**config.mk**
```make
export PLATFORM = sky130hd
export DESIGN_NAME = snn_psum_neuron_flat
export DESIGN_NICKNAME = d
export VERILOG_FILES = /design/src/rtl/snn_psum_neuron_if.sv /design/src/rtl/snn_psum_neuron.sv /design/src/flat_wrapper.sv
export SDC_FILE = /design/constraint.sdc
export NUM_CORES = 1
export LEC_CHECK = 0
export CAP_MARGIN = 20
export CORE_MARGIN = 5
export CORE_UTILIZATION = 58
export DETAILED_ROUTE_END_ITERATION = 6
export PLACE_DENSITY = 0.86
export SYNTH_ARGS = -nofsm -noshare
export SYNTH_HDL_FRONTEND = slang
export SYNTH_SLANG_ARGS = --single-unit
```
**constraint.sdc**
```tcl
create_clock -name clk -period 6 [get_ports clk]
set_input_delay 1.2 -clock clk [delete_from_list [all_inputs] [get_ports clk]]
set_output_delay 1.2 -clock clk [all_outputs]
set_load 0.05 [all_outputs]
```
**src/rtl/snn_psum_neuron_if.sv**
```systemverilog
// Packet stream bundle for the psum neuron: psum input channel, spike output
// channel and the two status pulses.
interface snn_psum_neuron_if #(
  parameter int WIDTH = 34
);
  logic             in_valid;
  logic             in_ready;
  logic [WIDTH-1:0] in_data;
  logic             out_valid;
  logic             out_ready;
  logic [WIDTH-1:0] out_data;
  logic             timestep_done;
  logic             err_drop;

  modport slave (
    input  in_valid, in_data, out_ready,
    output in_ready, out_valid, out_data, timestep_done, err_drop
  );

  modport master (
    output in_valid, in_data, out_ready,
    input  in_ready, out_valid, out_data, timestep_done, err_drop
  );
endinterface

```
**src/rtl/snn_psum_neuron.sv**
```systemverilog
// Integrate-and-fire neuron stage: merges three PE psums per output row,
// updates that row's membrane potential and emits one spike packet per row.
module snn_psum_neuron #(
  parameter int         WIDTH     = 34,
  parameter int         PSUM_W    = 8,
  parameter int         VMEM_W    = 12,
  parameter int         THRESHOLD = 64,
  parameter int         OUT_ROWS  = 3,
  parameter int         TIMESTEPS = 10,
  parameter logic [3:0] PE1_ADDR  = 4'b0010,
  parameter logic [3:0] PE2_ADDR  = 4'b0110,
  parameter logic [3:0] PE3_ADDR  = 4'b1010,
  parameter logic [3:0] MY_ADDR   = 4'b0001,
  parameter logic [3:0] DEST_ADDR = 4'b1111
) (
  input  logic                  clk,
  input  logic                  rst,
  snn_psum_neuron_if.slave      bus
);

  localparam int RW = $clog2(OUT_ROWS);
  localparam int TW = 8;
  localparam logic [VMEM_W-1:0] THR = VMEM_W'(THRESHOLD);

  typedef enum logic [1:0] {
    S_IDLE   = 2'd0,
    S_UPDATE = 2'd1,
    S_SEND   = 2'd2
  } state_t;

  logic [VMEM_W-1:0] r_vmem     [OUT_ROWS];
  logic [9:0]        r_acc      [OUT_ROWS];
  logic [2:0]        r_mask     [OUT_ROWS];
  logic [RW-1:0]     r_rcnt     [3];
  logic [RW-1:0]     r_fire_ptr;
  logic [TW-1:0]     r_ts;
  state_t            r_state;
  logic              r_out_valid;
  logic [WIDTH-1:0]  r_out_data;
  logic              r_ts_done;
  logic              r_err_drop;

  logic [3:0]        w_src;
  logic [1:0]        w_type;
  logic [PSUM_W-1:0] w_psum;
  logic [2:0]        w_pe_hit;
  logic [1:0]        w_pe;
  logic              w_legal;
  logic [RW-1:0]     w_row;
  logic              w_stall;
  logic              w_in_ready;
  logic              w_xfer;
  logic              w_accept;
  logic              w_full;
  logic              w_last_row;
  logic              w_last_ts;
  logic [VMEM_W:0]   w_sum;
  logic [VMEM_W-1:0] w_sat;
  logic              w_spike;
  logic [VMEM_W-1:0] w_vmem_next;
  logic [WIDTH-1:0]  w_pkt;
  logic              w_unused;

  assign w_src    = bus.in_data[33:30];
  assign w_type   = bus.in_data[25:24];
  assign w_psum   = bus.in_data[PSUM_W-1:0];
  assign w_unused = ^{bus.in_data[29:26], bus.in_data[23:PSUM_W]};

  assign w_pe_hit = {w_src == PE3_ADDR, w_src == PE2_ADDR, w_src == PE1_ADDR};

  // Map the one-hot source match onto a PE index.
  always_comb begin
    w_pe = 2'd0;
    case (w_pe_hit)
      3'b001:  w_pe = 2'd0;
      3'b010:  w_pe = 2'd1;
      3'b100:  w_pe = 2'd2;
      default: w_pe = 2'd0;
    endcase
  end

  assign w_legal  = (w_type == 2'b10) && (w_pe_hit != 3'b000);
  assign w_row    = r_rcnt[w_pe];
  // A PE that already contributed to its target row is a full window ahead.
  assign w_stall  = w_legal && r_mask[w_row][w_pe];
  assign w_in_ready = !rst && !w_stall;
  assign w_xfer   = bus.in_valid && w_in_ready;
  assign w_accept = w_xfer && w_legal;

  assign w_full     = (r_mask[r_fire_ptr] == 3'b111);
  assign w_last_row = (r_fire_ptr == RW'(OUT_ROWS - 1));
  assign w_last_ts  = (r_ts == TW'(TIMESTEPS - 1));

  assign w_sum       = {1'b0, r_vmem[r_fire_ptr]} + (VMEM_W + 1)'(r_acc[r_fire_ptr]);
  assign w_sat       = w_sum[VMEM_W] ? {VMEM_W{1'b1}} : w_sum[VMEM_W-1:0];
  assign w_spike     = (w_sat >= THR);
  assign w_vmem_next = w_spike ? (w_sat - THR) : w_sat;
  assign w_pkt       = {MY_ADDR, DEST_ADDR, 2'b11, r_ts, 8'(r_fire_ptr), 7'd0, w_spike};

  // Psum accumulation, row firing FSM and registered outputs.
  always_ff @(posedge clk or posedge rst) begin
    if (rst) begin
      for (int i = 0; i < OUT_ROWS; i++) begin
        r_vmem[i] <= '0;
        r_acc[i]  <= '0;
        r_mask[i] <= '0;
      end
      for (int p = 0; p < 3; p++) begin
        r_rcnt[p] <= '0;
      end
      r_fire_ptr  <= '0;
      r_ts        <= '0;
      r_state     <= S_IDLE;
      r_out_valid <= 1'b0;
      r_out_data  <= '0;
      r_ts_done   <= 1'b0;
      r_err_drop  <= 1'b0;
    end else begin
      r_err_drop <= w_xfer && !w_legal;
      r_ts_done  <= 1'b0;

      // The row being cleared in UPDATE is fully masked, so no accept can hit it.
      for (int i = 0; i < OUT_ROWS; i++) begin
        if (r_state == S_UPDATE && RW'(i) == r_fire_ptr) begin
          r_acc[i]  <= '0;
          r_mask[i] <= '0;
        end else if (w_accept && RW'(i) == w_row) begin
          r_acc[i]       <= r_acc[i] + 10'(w_psum);
          r_mask[i][w_pe] <= 1'b1;
        end
      end

      if (w_accept) begin
        r_rcnt[w_pe] <= (w_row == RW'(OUT_ROWS - 1)) ? '0 : w_row + RW'(1);
      end

      case (r_state)
        S_IDLE: begin
          if (w_full) begin
            r_state <= S_UPDATE;
          end
        end
        S_UPDATE: begin
          r_vmem[r_fire_ptr] <= w_vmem_next;
          r_out_data         <= w_pkt;
          r_out_valid        <= 1'b1;
          r_state            <= S_SEND;
        end
        S_SEND: begin
          if (bus.out_ready) begin
            r_out_valid <= 1'b0;
            r_state     <= S_IDLE;
            if (w_last_row) begin
              r_fire_ptr <= '0;
              r_ts_done  <= 1'b1;
              if (w_last_ts) begin
                r_ts <= '0;
                for (int i = 0; i < OUT_ROWS; i++) begin
                  r_vmem[i] <= '0;
                end
              end else begin
                r_ts <= r_ts + TW'(1);
              end
            end else begin
              r_fire_ptr <= r_fire_ptr + RW'(1);
            end
          end
        end
        default: begin
          r_state <= S_IDLE;
        end
      endcase
    end
  end

  assign bus.in_ready      = w_in_ready;
  assign bus.out_valid     = r_out_valid;
  assign bus.out_data      = r_out_data;
  assign bus.timestep_done = r_ts_done;
  assign bus.err_drop      = r_err_drop;

endmodule
```
**src/flat_wrapper.sv**
```systemverilog
// flat-port wrapper written by rule: the top's interface ports become plain ports
module snn_psum_neuron_flat 
#(
  parameter int         WIDTH     = 34,
  parameter int         PSUM_W    = 8,
  parameter int         VMEM_W    = 12,
  parameter int         THRESHOLD = 64,
  parameter int         OUT_ROWS  = 3,
  parameter int         TIMESTEPS = 10,
  parameter logic [3:0] PE1_ADDR  = 4'b0010,
  parameter logic [3:0] PE2_ADDR  = 4'b0110,
  parameter logic [3:0] PE3_ADDR  = 4'b1010,
  parameter logic [3:0] MY_ADDR   = 4'b0001,
  parameter logic [3:0] DEST_ADDR = 4'b1111
)
  (clk, rst, bus_in_valid, bus_in_data, bus_out_ready, bus_in_ready, bus_out_valid, bus_out_data, bus_timestep_done, bus_err_drop);
  snn_psum_neuron_if #(.WIDTH(WIDTH)) bus_i ();
  input  logic clk;
  input  logic rst;
  input wire logic [$bits(bus_i.in_valid)-1:0] bus_in_valid;
  input wire logic [$bits(bus_i.in_data)-1:0] bus_in_data;
  input wire logic [$bits(bus_i.out_ready)-1:0] bus_out_ready;
  output wire logic [$bits(bus_i.in_ready)-1:0] bus_in_ready;
  output wire logic [$bits(bus_i.out_valid)-1:0] bus_out_valid;
  output wire logic [$bits(bus_i.out_data)-1:0] bus_out_data;
  output wire logic [$bits(bus_i.timestep_done)-1:0] bus_timestep_done;
  output wire logic [$bits(bus_i.err_drop)-1:0] bus_err_drop;
  assign bus_i.in_valid = bus_in_valid;
  assign bus_i.in_data = bus_in_data;
  assign bus_i.out_ready = bus_out_ready;
  assign bus_in_ready = bus_i.in_ready;
  assign bus_out_valid = bus_i.out_valid;
  assign bus_out_data = bus_i.out_data;
  assign bus_timestep_done = bus_i.timestep_done;
  assign bus_err_drop = bus_i.err_drop;
  snn_psum_neuron #(.WIDTH(WIDTH), .PSUM_W(PSUM_W), .VMEM_W(VMEM_W), .THRESHOLD(THRESHOLD), .OUT_ROWS(OUT_ROWS), .TIMESTEPS(TIMESTEPS), .PE1_ADDR(PE1_ADDR), .PE2_ADDR(PE2_ADDR), .PE3_ADDR(PE3_ADDR), .MY_ADDR(MY_ADDR), .DEST_ADDR(DEST_ADDR)) u_core (.clk(clk), .rst(rst), .bus(bus_i));
endmodule
```
; ---- Word level (Yosys, flattened, before mapping)
; Cells that the tools add are included.
[word_totals]
register_bits = 108
in_bits = 38
[op_classes]
addsub = 8
order_cmp = 8
eq_ne = 20
muxes = 55
bitwise_logic = 6
reduce_logical = 31
[ops]
columns = operator, n
row1 = $mux W36, 3
row2 = $mux W10, 8
row3 = $pmux W36 S2, 1
row4 = $mux W12, 5
row5 = $bwmux W36, 1
row6 = $add A10 B8 Y10, 3
row7 = $mux W3, 10
row8 = $bmux W12 S2, 1
row9 = $demux W12 S2, 1
row10 = $bmux W10 S2, 1
row11 = $logic_and A1 B1 Y1, 15
row12 = $mux W2, 7
row13 = $add A12 B10 Y13, 1
row14 = $bmux W3 S2, 2
row15 = $ge A12 B7 Y1 const B, 1
row16 = $sub A12 B7 Y12 const B, 1
row17 = $ge A3 B3 Y1 const B, 3
row18 = $not A2 Y3, 3
row19 = $or A3 B3 Y3, 3
row20 = $add A8 B1 Y8 const B, 1
row21 = $eq A2 B2 Y1 const B, 4
row22 = $eq A8 B4 Y1 const B, 1
row23 = $mux W8, 1
row24 = $reduce_bool A2 Y1, 4
row25 = 29 further kinds, 47

; ---- Longest topological paths before layout
; Gate-level depths: netlist of the first run.
[logic_depth]
ltp_word = 21
depth_mapped = 20
depth_no_buf = 18

; ---- Worst setup path before layout of the first run
; No wires, ideal clock.
[synth_path]
kind = input -> register
start = input rst
end = register u_core.r_acc[10] in the netlist's numbering
setup_time_ns = 0.132
arrival_ns = 4.681
t_required_ns = 5.868
path_slack_ns = 1.187
path_stages = 7
path_buffers = 2
cell_sequence = inv_1 > and3_1 > buf_2 > and3_4 > buf_6 > mux2i_1 > nor2_1
[synth_via]
elab_chain_cells = 6
[synth_lines]
columns = element, line
row1 = start: declaration, flat_wrapper.sv:19  ; input logic rst;
row2 = $logic_not A1 Y1, snn_psum_neuron.sv:86  ; assign w_in_ready = !rst && !w_stall;
row3 = $logic_and A1 B1 Y1, snn_psum_neuron.sv:86
row4 = $logic_and A1 B1 Y1, snn_psum_neuron.sv:87  ; assign w_xfer = bus.in_valid && w_in_ready;
row5 = $logic_and A1 B1 Y1, snn_psum_neuron.sv:88  ; assign w_accept = w_xfer && w_legal;
row6 = $logic_and A1 B1 Y1, snn_psum_neuron.sv:127  ; end else if (w_accept && RW'(i) == w_row) begin
row7 = $reduce_bool A2 Y1 (no line), n/a
row8 = end signal: indexed assignment, snn_psum_neuron.sv:128  ; r_acc[i] <= r_acc[i] + 10'(w_psum);
row9 = end: declaration, snn_psum_neuron.sv:32  ; logic [9:0] r_acc [OUT_ROWS];
; Every way passes these cells.
; A chain may end at the register's enable or synchronous reset.

; ---- Worst setup path after layout of the first run
[layout_path]
start = input bus_in_data[33]
end = output bus_in_ready
[layout_via]
elab_chain_cells = 16
word_cells_on_any_way = 21
[layout_lines]
columns = element, line
row1 = start: declaration, flat_wrapper.sv:21  ; input wire logic [$bits(bus_i.in_data)-1:0] bus_in_data;
row2 = $eq A4 B2 Y1 (tied with other cells), snn_psum_neuron.sv:69  ; assign w_pe_hit = {w_src == PE3_ADDR, w_src == PE2_ADDR, w_src == PE1_ADDR};
row3 = $eq A3 B3 Y1 / $eq A3 B2 Y1 (equally long branches), snn_psum_neuron.sv:74  ; case (w_pe_hit)
row4 = $pmux W2 S2, snn_psum_neuron.sv:74
row5 = $not A2 Y3 (not written as such), snn_psum_neuron.sv:83  ; assign w_row = r_rcnt[w_pe];
row6 = $bmux W2 S2, snn_psum_neuron.sv:83
row7 = $mux W2 (not written as such) (2 in a row), snn_psum_neuron.sv:83
row8 = $not A2 Y3 (not written as such), snn_psum_neuron.sv:85  ; assign w_stall = w_legal && r_mask[w_row][w_pe];
row9 = $bmux W3 S2, snn_psum_neuron.sv:85
row10 = $mux W3 (not written as such) (2 in a row), snn_psum_neuron.sv:85
row11 = $bmux W1 S2, snn_psum_neuron.sv:85
row12 = $mux W1 (not written as such), snn_psum_neuron.sv:85
row13 = $logic_and A1 B1 Y1 *, snn_psum_neuron.sv:85
row14 = $logic_not A1 Y1 *, snn_psum_neuron.sv:86
row15 = $logic_and A1 B1 Y1 *, snn_psum_neuron.sv:86
row16 = end: declaration, flat_wrapper.sv:23  ; output wire logic [$bits(bus_i.in_ready)-1:0] bus_in_ready;
; Mark *: on every way between the ends. The rest lies on a longest branch, timed or not. The select of a mux whose other input is x is not followed.

==> flow_summary.toml, run 1 <==
[outcome]
status = "finished, final reports clean"

[floorplanning]
die_y_um = 120.7
rows = 40
coreArea_um2 = 12010
ioPinCount = 76
die-area_um2 = 14560
die_x_um = 120.7
start_util_pct = 59.14

[power]
p_seq_share_pct = 38.2
p_int_mw = 1.314
leakage_nw = 3.642
comb_power_share_pct = 32.4
p_sw_mw = 0.7376
power.density_nw_per_um2 = 264.5
power_frac_clock_pct = 29.3
ir_worst_vdd_uv = 169.5
p_sw_share_pct = 35.95

[cells_and_area]
diodes = 0
syn2layout_area_growth_pct = 9.195
num-fill-cells = 954
final_cells = 943
nets = 871
drive_above_1_share_pct = 7.538

[route]
vias = 5830
viasPerCell = 6.182
drt_iter0_drc = 616
drc = 0
ant_nets = 0
drt-total-wl_um = 16870
wl_per_cell_um = 17.89
dr.pass1.iters = 5

[hold_path]
whs_path_depth = 2
min_path_type = "reg -> reg"

[timing]
period_share_pct = 89.21
setup_viol = 0
rsz0062_at_grt = "false"
setup_slack_ns = 0.6475
slew_violations = 0
finalCriticalPeriod_ns = 5.352
tightest_slew_ns = 0.9166
fmax_mhz = 186.8
finClkSkew_ns = 0.01333
hold_viol = 0
slew_headroom_pct = 38.77
setup_tns_ns = 0

[yosys]
syn-cell-area_um2 = 7103
ys_types = 82
synth.largest_area_cell = "dfrtp_1"
synth_edf_count = 0
yosys_warnings = 0
ys_seq_area_share_pct = 38.05
synth.most_common_cell = "dfrtp_1"
synth_top_area_share_pct = 38.05
synthTopCellsByCount = "dfrtp_1, nand2_1, nor2_1"
ys_seq_elements = 108
synth_cells = 776
ys_top_cells_by_area = "dfrtp_1, mux2i_1, ha_1, nand2_1, o21ai_0"
avgSynthCellArea_um2 = 9.153
ys.flop_type = "dfrtp_1"
synthArstFlopShare_pct = 100.0

[place]
io_buffers = 39
dp_hpwl_um = 12300
place.gp.congestion = 0.9134
placedCellCount = 927
place_ws_ns = 0.6394

[cts]
cts_max_level = 3
cts_buffers = 9
root_buffer = "clkbuf_16"
ctsResizeCount = 0
ctsHoldBuffers = 0
cts.sinks = 108
clk_latency_ns = 0.36
cts_setup_buffers = 0
cts_tree = "done"
clkTransAtPathRegs_ns = 0.08
clk_path_buf_depth = 2

[global_routing]
grt_pass1_wl_um = 28520
track_usage_pct = 24.32
grt_pass1_vias = 5783
grt_max_degree = 64
antenna_found_initial = 0
gr-total-overflow = 0

[critical_path]
reg2regPathDepth = 18
cp.required_ns = 4.80
crit_path_max_fanout = 8
critPathLaunchType = "input pin"
worstPathArrival_ns = 4.15
cp-end-kind = "primary output"
path_class = "in -> out"

[run]
max-cap-violations = 0
power by group through the flow:
stage / Sequential, mW / Clock (mW) / Combinational, mW
2_1_floorplan: 0.790 / 0 / 0.530
3_3_place_gp: 0.796 / 0 / 0.624
3_5_place_dp: 0.798 / 0 / 0.653
4_1_cts: 0.784 / 0.609 / 0.658
5_1_grt: 0.789 / 0.637 / 0.735
6_report: 0.785 / 0.602 / 0.665
path summary, 6_finish.rpt:
| kind | start | endpoint | slack (ns) |
|---|---|---|---|
| worst max register to register | u_core.r_fire_ptr[1]$_DFFE_PP0P_ | u_core.r_vmem[7]$_DFFE_PP0P_ | 1.27 |
| max in group asynchronous | rst | u_core.r_acc[8]$_DFFE_PP0P_ | 3.49 |
| worst max-delay path | bus_in_data[33] | bus_in_ready | 0.65 |
| worst min-delay path | u_core.bus.out_data[22]$_DFFE_PP0P_ | u_core.bus.out_data[22]$_DFFE_PP0P_ | 0.48 |
| min in group asynchronous | rst | u_core.bus.err_drop$_DFF_PP0_ | 1.30 |
| worst min register to register | u_core.bus.out_data[22]$_DFFE_PP0P_ | u_core.bus.out_data[22]$_DFFE_PP0P_ | 0.48 |
critical path, cell delays in order:
cell and delay, ns:
clkdlybuf4s50_1 0.48, and4bb_1 0.52, nand2_1 0.16, a31oi_2 0.42, a21oi_2 0.09, o21ai_4 0.32, nor2_1 0.07, nor2_1 0.08
clkdlybuf4s50_1 0.80
flip-flops by register name (all words and copies together), names as in the netlist, 2 cells and up:
name	count
u_core.r_vmem	36
u_core.r_ts	8
u_core.r_fire_ptr	2
u_core.r_rcnt	6
u_core.r_state	2
u_core.bus.out_data	12
u_core.r_mask	9
u_core.r_acc	30
layout make-up:
type / instances / area, µm² / share of cell area [%]
multi-input cells: 609 / 4048 / 52.19
flip-flops and latches: 108 / 2703 / 34.84
repair buffers: 49 / 465.4 / 6.001
clock buffers: 10 / 239.0 / 3.081
well taps: 147 / 183.9 / 2.371
clock inverters: 6 / 62.56 / 0.8066
inverters: 14 / 55.05 / 0.7098
metal layers:
layer | wire (µm) | track usage [%] | vias up | part of all wire, %
met5 | 0 | 0 | - | 0
met4 | 352 | 8.428 | 0 | 2.1
met3 | 857 | 3.181 | 28 | 5.1
met2 | 8566 | 42.26 | 208 | 51
met1 | 7096 | 31.27 | 2855 | 42
li1 | - | - | 2739 | -
cell usage in the layout, fill, tap and decap left out, types with 3 or more instances in the layout:
master,synthesis,layout
xor2_1,8,8
o2bb2ai_1,3,3
inv_6,0,3
nor3_1,7,7
o21ai_1,5,5
nand3b_1,4,4
a31oi_1,3,3
dfrtp_1,108,108
nand3_1,38,38
clkbuf_16,0,9
a22o_1,3,3
inv_1,13,12
nand4_1,4,4
a211oi_1,3,3
a21oi_2,3,3
a21o_1,12,12
nand2_1,98,98
and3_1,3,3
ha_1,38,38
nand2b_1,10,10
clkdlybuf4s50_1,0,39
nor2b_1,9,8
o21a_1,12,12
mux2_2,3,3
or2_2,3,3
conb_1,1,16
xnor2_1,24,24
mux2i_1,49,49
fa_1,4,4
nor2_1,76,76
buf_4,24,10
or3_1,4,4
a211oi_2,3,3
a21oi_1,37,37
o21bai_1,3,3
o31ai_1,4,4
o21ai_0,65,65
kinds of logic after synthesis:
| logic type | after synthesis | synth area share, % |
|---|---|---|
| AO/OA/AOI/OAI | 182 | 16.89 |
| XOR/XNOR | 32 | 3.946 |
| adder cells (fa/ha/maj) | 42 | 7.821 |
| buffers and inverters | 74 | 5.795 |
| flip-flops | 108 | 38.05 |
| multiplexers | 53 | 7.698 |
| other | 1 | 0.05279 |
| AND/OR/NAND/NOR | 284 | 19.75 |
through the flow:
step           utilization (%)  instance area [µm²]  hold slack, ns  total power, mW
2_1_floorplan                -                 7159          0.4497            1.320
3_3_place_gp             62.00                 7447          0.4615            1.420
3_5_place_dp             62.06                 7455          0.4662            1.451
4_1_cts                  64.57                 7756          0.4862            2.051
5_1_grt                  64.57                 7756          0.5156            2.161
6_report                 64.57                 7756          0.4797            2.052
(Power assumes the default switching activity.)
==> run 2, diff against run 1 <==
--- a/config.mk
+++ b/config.mk
@@ -7,9 +7,9 @@
 export LEC_CHECK = 0
 export CAP_MARGIN = 20
 export CORE_MARGIN = 5
-export CORE_UTILIZATION = 58
+export CORE_UTILIZATION = 52
 export DETAILED_ROUTE_END_ITERATION = 6
-export PLACE_DENSITY = 0.86
+export PLACE_DENSITY = 0.81
 export SYNTH_ARGS = -nofsm -noshare
 export SYNTH_HDL_FRONTEND = slang
 export SYNTH_SLANG_ARGS = --single-unit
==> constraint.sdc (replaced) <==
create_clock -name clk -period 4.4 [get_ports clk]
set_input_delay 0.88 -clock clk [delete_from_list [all_inputs] [get_ports clk]]
set_output_delay 0.88 -clock clk [all_outputs]
set_load 0.05 [all_outputs]
==> run 2 against run 1 <==
Clock power up 43%. Largest power group unchanged. Flip-flop and latch count unchanged. Design area up 3.3%. Highest routed layer unchanged. Critical endpoint is now u_core.r_vmem[7]$_DFFE_PP0P_. Count of clock-buffer cells in the layout down 1. Die area up 11%. Register-to-register slack worse by 1.1 ns.
==> flow_summary.toml, run 2 (synthesized netlist as in run 1, its figures left out) <==
[outcome]
status = "finished, final reports clean"

[global_routing]
met1_usage_pct = 26.23
grt_use_met2_pct = 35.87
track_usage_pct = 20.71
antenna_found_initial = 0
gr-usage-met3_pct = 3.531
grt_pass1_wl_um = 27510
grt_pass1_vias = 5764
gr-total-overflow = 0
grt_max_degree = 73
busiest_layer = "met2"

[cells_and_area]
final_cells = 989
finalInstanceArea_um2 = 8013
nets = 888
diodes = 0
syn2layout_area_growth_pct = 12.81
final_cell_mix = "dfrtp_1, nand2_1, nor2_1"
largest_register = "u_core.r_vmem"
largest_reg_flops = 36
final_common_cell = "dfrtp_1"
drive_above_1_share_pct = 10.82

[run]
max-cap-violations = 0

[cts]
clkTransAtPathRegs_ns = 0.08
cts_max_level = 3
cts.sinks = 108
clk_path_buf_depth = 2
clk_latency_ns = 0.35
cts_tree = "done"
cts_buffers = 9
root_buffer = "clkbuf_16"

[route]
wl_per_cell_um = 16.74
drc = 0
viasPerCell = 5.809
ant_nets = 0
vias = 5745
drt-total-wl_um = 16560
drt_iter0_drc = 323
dr.pass1.iters = 5

[timing]
finClkSkew_ns = 0.007854
fmax_mhz = 239.1
setup_viol = 0
hold_viol = 0
slew_violations = 0
hold_slack_ns = 0.4822
slew_headroom_pct = 34.58
setup_tns_ns = 0
rsz0062_at_grt = "false"
tightest_slew_ns = 0.9793
finalCriticalPeriod_ns = 4.182
period_share_pct = 95.05

[power]
power.density_nw_per_um2 = 363.3
leakage_nw = 3.734
ir_worst_vdd_uv = 202.1

[critical_path]
cp-end-kind = "flip-flop"
cp.required_ns = 4.65
cp_slowest_cell = "dfrtp_2"
rrSetupSlack_ns = 0.22
worstPathArrival_ns = 4.43
slowest_delay_ns = 0.45
critPathLaunchType = "flip-flop"
path_class = "reg -> reg"
crit_path_max_fanout = 7
crit_family = "compound AO/OA/AOI/OAI gates"
cp_num_buf_inv = 2
path_cells = "buf_12 > mux2i_1 > o21ai_0 > ha_1 > fa_1 > a21oi_2 > o2111ai_2 > a221oi_4 > nor2_2 > nor2_2 > inv_2 > ha_1 > nand3_1 > nor4_2 > a211oi_2 > nand3_4 > mux2i_2 > a22o_1"

[hold_path]
min_path_type = "reg -> reg"

[floorplanning]
die_x_um = 126.9
ioPinCount = 76
die-area_um2 = 16100
start_util_pct = 53.43
coreArea_um2 = 13300
rows = 42
die_y_um = 126.9

[place]
place.gp.congestion = 0.9083
dp_hpwl_um = 11930
placedCellCount = 968
dpl_cell_area_um2 = 7605
io_buffers = 39
run 2: changes by cell type in the layout (fill, tap and decap cells not counted), sizes merged:
| cell | change |
|---|---|
| buf | +17 |
| bufinv | +1 |
| clkdlybuf4s50 | -1 |
| clkinv | -1 |
| clkinvlp | +3 |
| inv | -2 |
run 2: what timing repair did:
item | in CTS | in global routing
pin swaps | 0 | 2
setup buffers | 0 | 5
setup endpoints to repair | 6 | 13
cloned | 0 | 0
hold buffers | 0 | 0
resized for setup | 1 | 13
run 2: area by class of cell:
cell class / instances / area, µm²
clock inverter: 7 / 92.59
multi-input combinational: 609 / 4089
fill: 1128 / 5283
sequential: 108 / 2704
tap: 176 / 220.2
timing repair buffer: 66 / 625.6
inverter: 14 / 56.30
clock buffer: 9 / 225.2
run 2: final timing paths:
kind,startpoint,end,cells after the start
worst min register to register,u_core.bus.out_data[9]$_DFFE_PP0P_,u_core.bus.out_data[9]$_DFFE_PP0P_,2
worst min-delay path,u_core.bus.out_data[9]$_DFFE_PP0P_,u_core.bus.out_data[9]$_DFFE_PP0P_,2
max in group asynchronous,rst,u_core.r_fire_ptr[0]$_DFFE_PP0P_,3
worst max-delay path,u_core.r_fire_ptr[0]$_DFFE_PP0P_,u_core.r_vmem[7]$_DFFE_PP0P_,18
worst max register to register,u_core.r_fire_ptr[0]$_DFFE_PP0P_,u_core.r_vmem[7]$_DFFE_PP0P_,18
min in group asynchronous,rst,u_core.bus.err_drop$_DFF_PP0_,3
run 2: tightest hold or removal path, stage by stage, from the launching register on:
cell and delay, ns:
dfrtp_1 0.35, nand2_1 0.05, nand2_1 0.06
run 2: stage by stage:
stage / total power, mW / setup WS [ns] / util, %
after global placement: 1.978 / 0.02157 / 57.20
final: 2.911 / 0.2177 / 60.27
after global routing: 3.069 / 0.02291 / 60.27
after CTS: 2.865 / 0.05977 / 59.60
after floorplan: 1.800 / 0.1022 / -
after detailed placement: 2.004 / -0.004302 / 57.20
run 2: routing by layer:
layer | up-vias | routed length [µm]
met5 | - | 0
met4 | 0 | 334
met3 | 28 | 709
met2 | 137 | 8457
met1 | 2815 | 7053
li1 | 2765 | -
run 2: power by group:
part / switching, mW / total, mW / internal [mW]
Combinational: 0.579 / 0.979 / 0.399
Sequential: 0.0403 / 1.07 / 1.03
Clock: 0.405 / 0.862 / 0.457
Total: 1.03 / 2.91 / 1.89
==> run 3, diff against run 2 <==
--- a/config.mk
+++ b/config.mk
@@ -8,8 +8,10 @@
 export CAP_MARGIN = 20
 export CORE_MARGIN = 5
 export CORE_UTILIZATION = 52
+export CTS_BUF_LIST = sky130_fd_sc_hd__clkbuf_16
 export DETAILED_ROUTE_END_ITERATION = 6
 export PLACE_DENSITY = 0.81
+export RECOVER_POWER = 25
 export SYNTH_ARGS = -nofsm -noshare
 export SYNTH_HDL_FRONTEND = slang
 export SYNTH_SLANG_ARGS = --single-unit
==> run 3 against run 2 <==
The flow now finishes with violations (max-capacitance violations, max-slew violations). Clock power about the same. Worst setup slack about the same. Hold slack about the same. Non-clock buffer count unchanged. Core utilization decreased by 0.066 points. Sequential share of layout area about the same. Count of clock-buffer cells in the layout unchanged. Fmax about the same. Cell count unchanged. Critical path type unchanged. Critical endpoint unchanged. Highest routed layer unchanged.
==> flow_summary.toml, run 3 (synthesized netlist as in run 1, its figures left out) <==
[cts]
cts_max_level = 3
cts_buffers = 9
ctsHoldBuffers = 0
clkTransAtPathRegs_ns = 0.08
cts_tree = "done"
cts.sinks = 108
clk_path_buf_depth = 2
clk_latency_ns = 0.35
root_buffer = "clkbuf_16"

[global_routing]
gr-total-overflow = 0
grt_pass1_vias = 5764
antenna_found_initial = 0
grt_pass1_wl_um = 27510
grt_max_degree = 73
track_usage_pct = 20.71

[critical_path]
worstPathArrival_ns = 4.43
cp-end-kind = "flip-flop"
cp.required_ns = 4.65
cp_num_buf_inv = 2
path_cells = "buf_12 > mux2i_1 > o21ai_0 > ha_1 > fa_1 > a21oi_2 > o2111ai_2 > a221oi_4 > nor2_2 > nor2_2 > inv_2 > ha_1 > nand3_1 > nor4_2 > a211oi_2 > nand3_4 > mux2i_2 > a22o_1"
crit_path_max_fanout = 7
path_class = "reg -> reg"
slowest_delay_ns = 0.45
crit_family = "compound AO/OA/AOI/OAI gates"
critPathLaunchType = "flip-flop"
cp_slowest_cell = "dfrtp_2"

[place]
placedCellCount = 968
dp_hpwl_um = 11930
io_buffers = 39
place.gp.congestion = 0.9083
place_ws_ns = -0.004302
dpl_cell_area_um2 = 7605

[cells_and_area]
ff_latch_area_um2 = 2704
final_cell_mix = "dfrtp_1, nand2_1, nor2_1"
diodes = 0
multiInputGateArea_um2 = 4089
final_cells = 989
nets = 888
final_common_cell = "dfrtp_1"
largest_register = "u_core.r_vmem"
drive_above_1_share_pct = 10.70
num-fill-cells = 1128
syn2layout_area_growth_pct = 12.68
finalInstanceArea_um2 = 8004
largest_reg_flops = 36

[power]
p_sw_mw = 1.026
ir_worst_vdd_uv = 202.9
leakage_nw = 3.730
power.density_nw_per_um2 = 363.7
p_sw_share_pct = 35.24
power_frac_clock_pct = 29.6
comb_power_share_pct = 33.6
p_seq_share_pct = 36.8
p_int_mw = 1.885

[run]
max-cap-violations = 2

[route]
ant_nets = 0
wl_per_cell_um = 16.72
viasPerCell = 5.819
drt-total-wl_um = 16540
dr.pass1.iters = 5
drt_iter0_drc = 323
vias = 5755
drc = 0

[timing]
finClkSkew_ns = 0.007855
slew_headroom_pct = -35.23
finalCriticalPeriod_ns = 4.183
setup_slack_ns = 0.2174
rsz0062_at_grt = "false"
tightest_slew_ns = 2.028
hold_viol = 0
setup_viol = 0
fmax_mhz = 239.1
hold_slack_ns = 0.4823
period_share_pct = 95.06
setup_tns_ns = 0
slew_violations = 111

[outcome]
failed_checks = "max-capacitance violations, max-slew violations"
status = "finished, violations left"

[hold_path]
min_path_type = "reg -> reg"

[floorplanning]
die_x_um = 126.9
die_y_um = 126.9
coreArea_um2 = 13300
ioPinCount = 76
die-area_um2 = 16100
rows = 42
start_util_pct = 53.43
## run 3: cell count changes in the layout (fill, tap and decap cells not counted)
cell / previous run / this run
buf_4: 24 / 22
clkbuf_1: 0 / 1
clkbuf_2: 1 / 2
clkdlybuf4s50_1: 38 / 36
clkinvlp_2: 0 / 1
clkinvlp_4: 3 / 2
dlygate4sd3_1: 0 / 2
## run 3: repair_timing
action	4_1_cts	5_1_grt
setup buffers	0	5
pin swaps	0	2
endpoints found under the setup margin	6	13
gates resized for setup	1	13
## run 3: path summary, 6_finish.rpt
path	slack, ns	start	to	depth (start not counted)
max reg2reg	0.22	u_core.r_fire_ptr[0]$_DFFE_PP0P_	u_core.r_vmem[7]$_DFFE_PP0P_	18
max in group asynchronous	1.42	rst	u_core.r_ts[1]$_DFFE_PP0P_	3
min	0.48	u_core.bus.out_data[9]$_DFFE_PP0P_	u_core.bus.out_data[9]$_DFFE_PP0P_	2
max	0.22	u_core.r_fire_ptr[0]$_DFFE_PP0P_	u_core.r_vmem[7]$_DFFE_PP0P_	18
min reg2reg	0.48	u_core.bus.out_data[9]$_DFFE_PP0P_	u_core.bus.out_data[9]$_DFFE_PP0P_	2
min in group asynchronous	1.72	rst	u_core.r_rcnt[0]$_DFFE_PP0P_	3
## run 3: power groups by stage
stage	combinational [mW]	clock, mW	sequential [mW]
2_1_floorplan	0.723	0	1.08
3_3_place_gp	0.890	0	1.09
3_5_place_dp	0.912	0	1.09
4_1_cts	0.920	0.873	1.07
5_1_grt	1.08	0.914	1.08
6_report	0.978	0.863	1.07
## run 3: area by class of cell
type / instances / share of cell area (%)
multi-input cells: 609 / 51.09
inverters: 14 / 0.6722
flip-flops and latches: 108 / 33.78
well taps: 176 / 2.751
clock buffers: 9 / 2.814
clock inverters: 7 / 1.157
repair buffers: 66 / 7.738
## run 3: per-layer routing
layer	share of wire [%]	track usage, %	up-vias	wire (µm)
met1	43	26.23	2805	7039
met4	2.1	7.129	0	348
met3	4.4	3.531	30	723
li1	-	-	2766	-
met5	0	0	-	0
met2	51	35.87	154	8428
## run 3: per-stage QoR
stage	util (%)	total power, mW
after detailed placement	57.20	2.004
after floorplan	-	1.800
after global placement	57.20	1.978
final	60.20	2.911
after global routing	60.20	3.068
after CTS	59.60	2.865
## run 3: worst reg2reg max path: stages, from the launching register on
cell and delay, ns:
dfrtp_2 0.45, buf_12 0.14, mux2i_1 0.15, o21ai_0 0.13
ha_1 0.26, fa_1 0.45, a21oi_2 0.23, o2111ai_2 0.19
a221oi_4 0.37, nor2_2 0.15, nor2_2 0.16, inv_2 0.08
ha_1 0.18, nand3_1 0.10, nor4_2 0.06, a211oi_2 0.27
nand3_4 0.20, mux2i_2 0.26, a22o_1 0.25
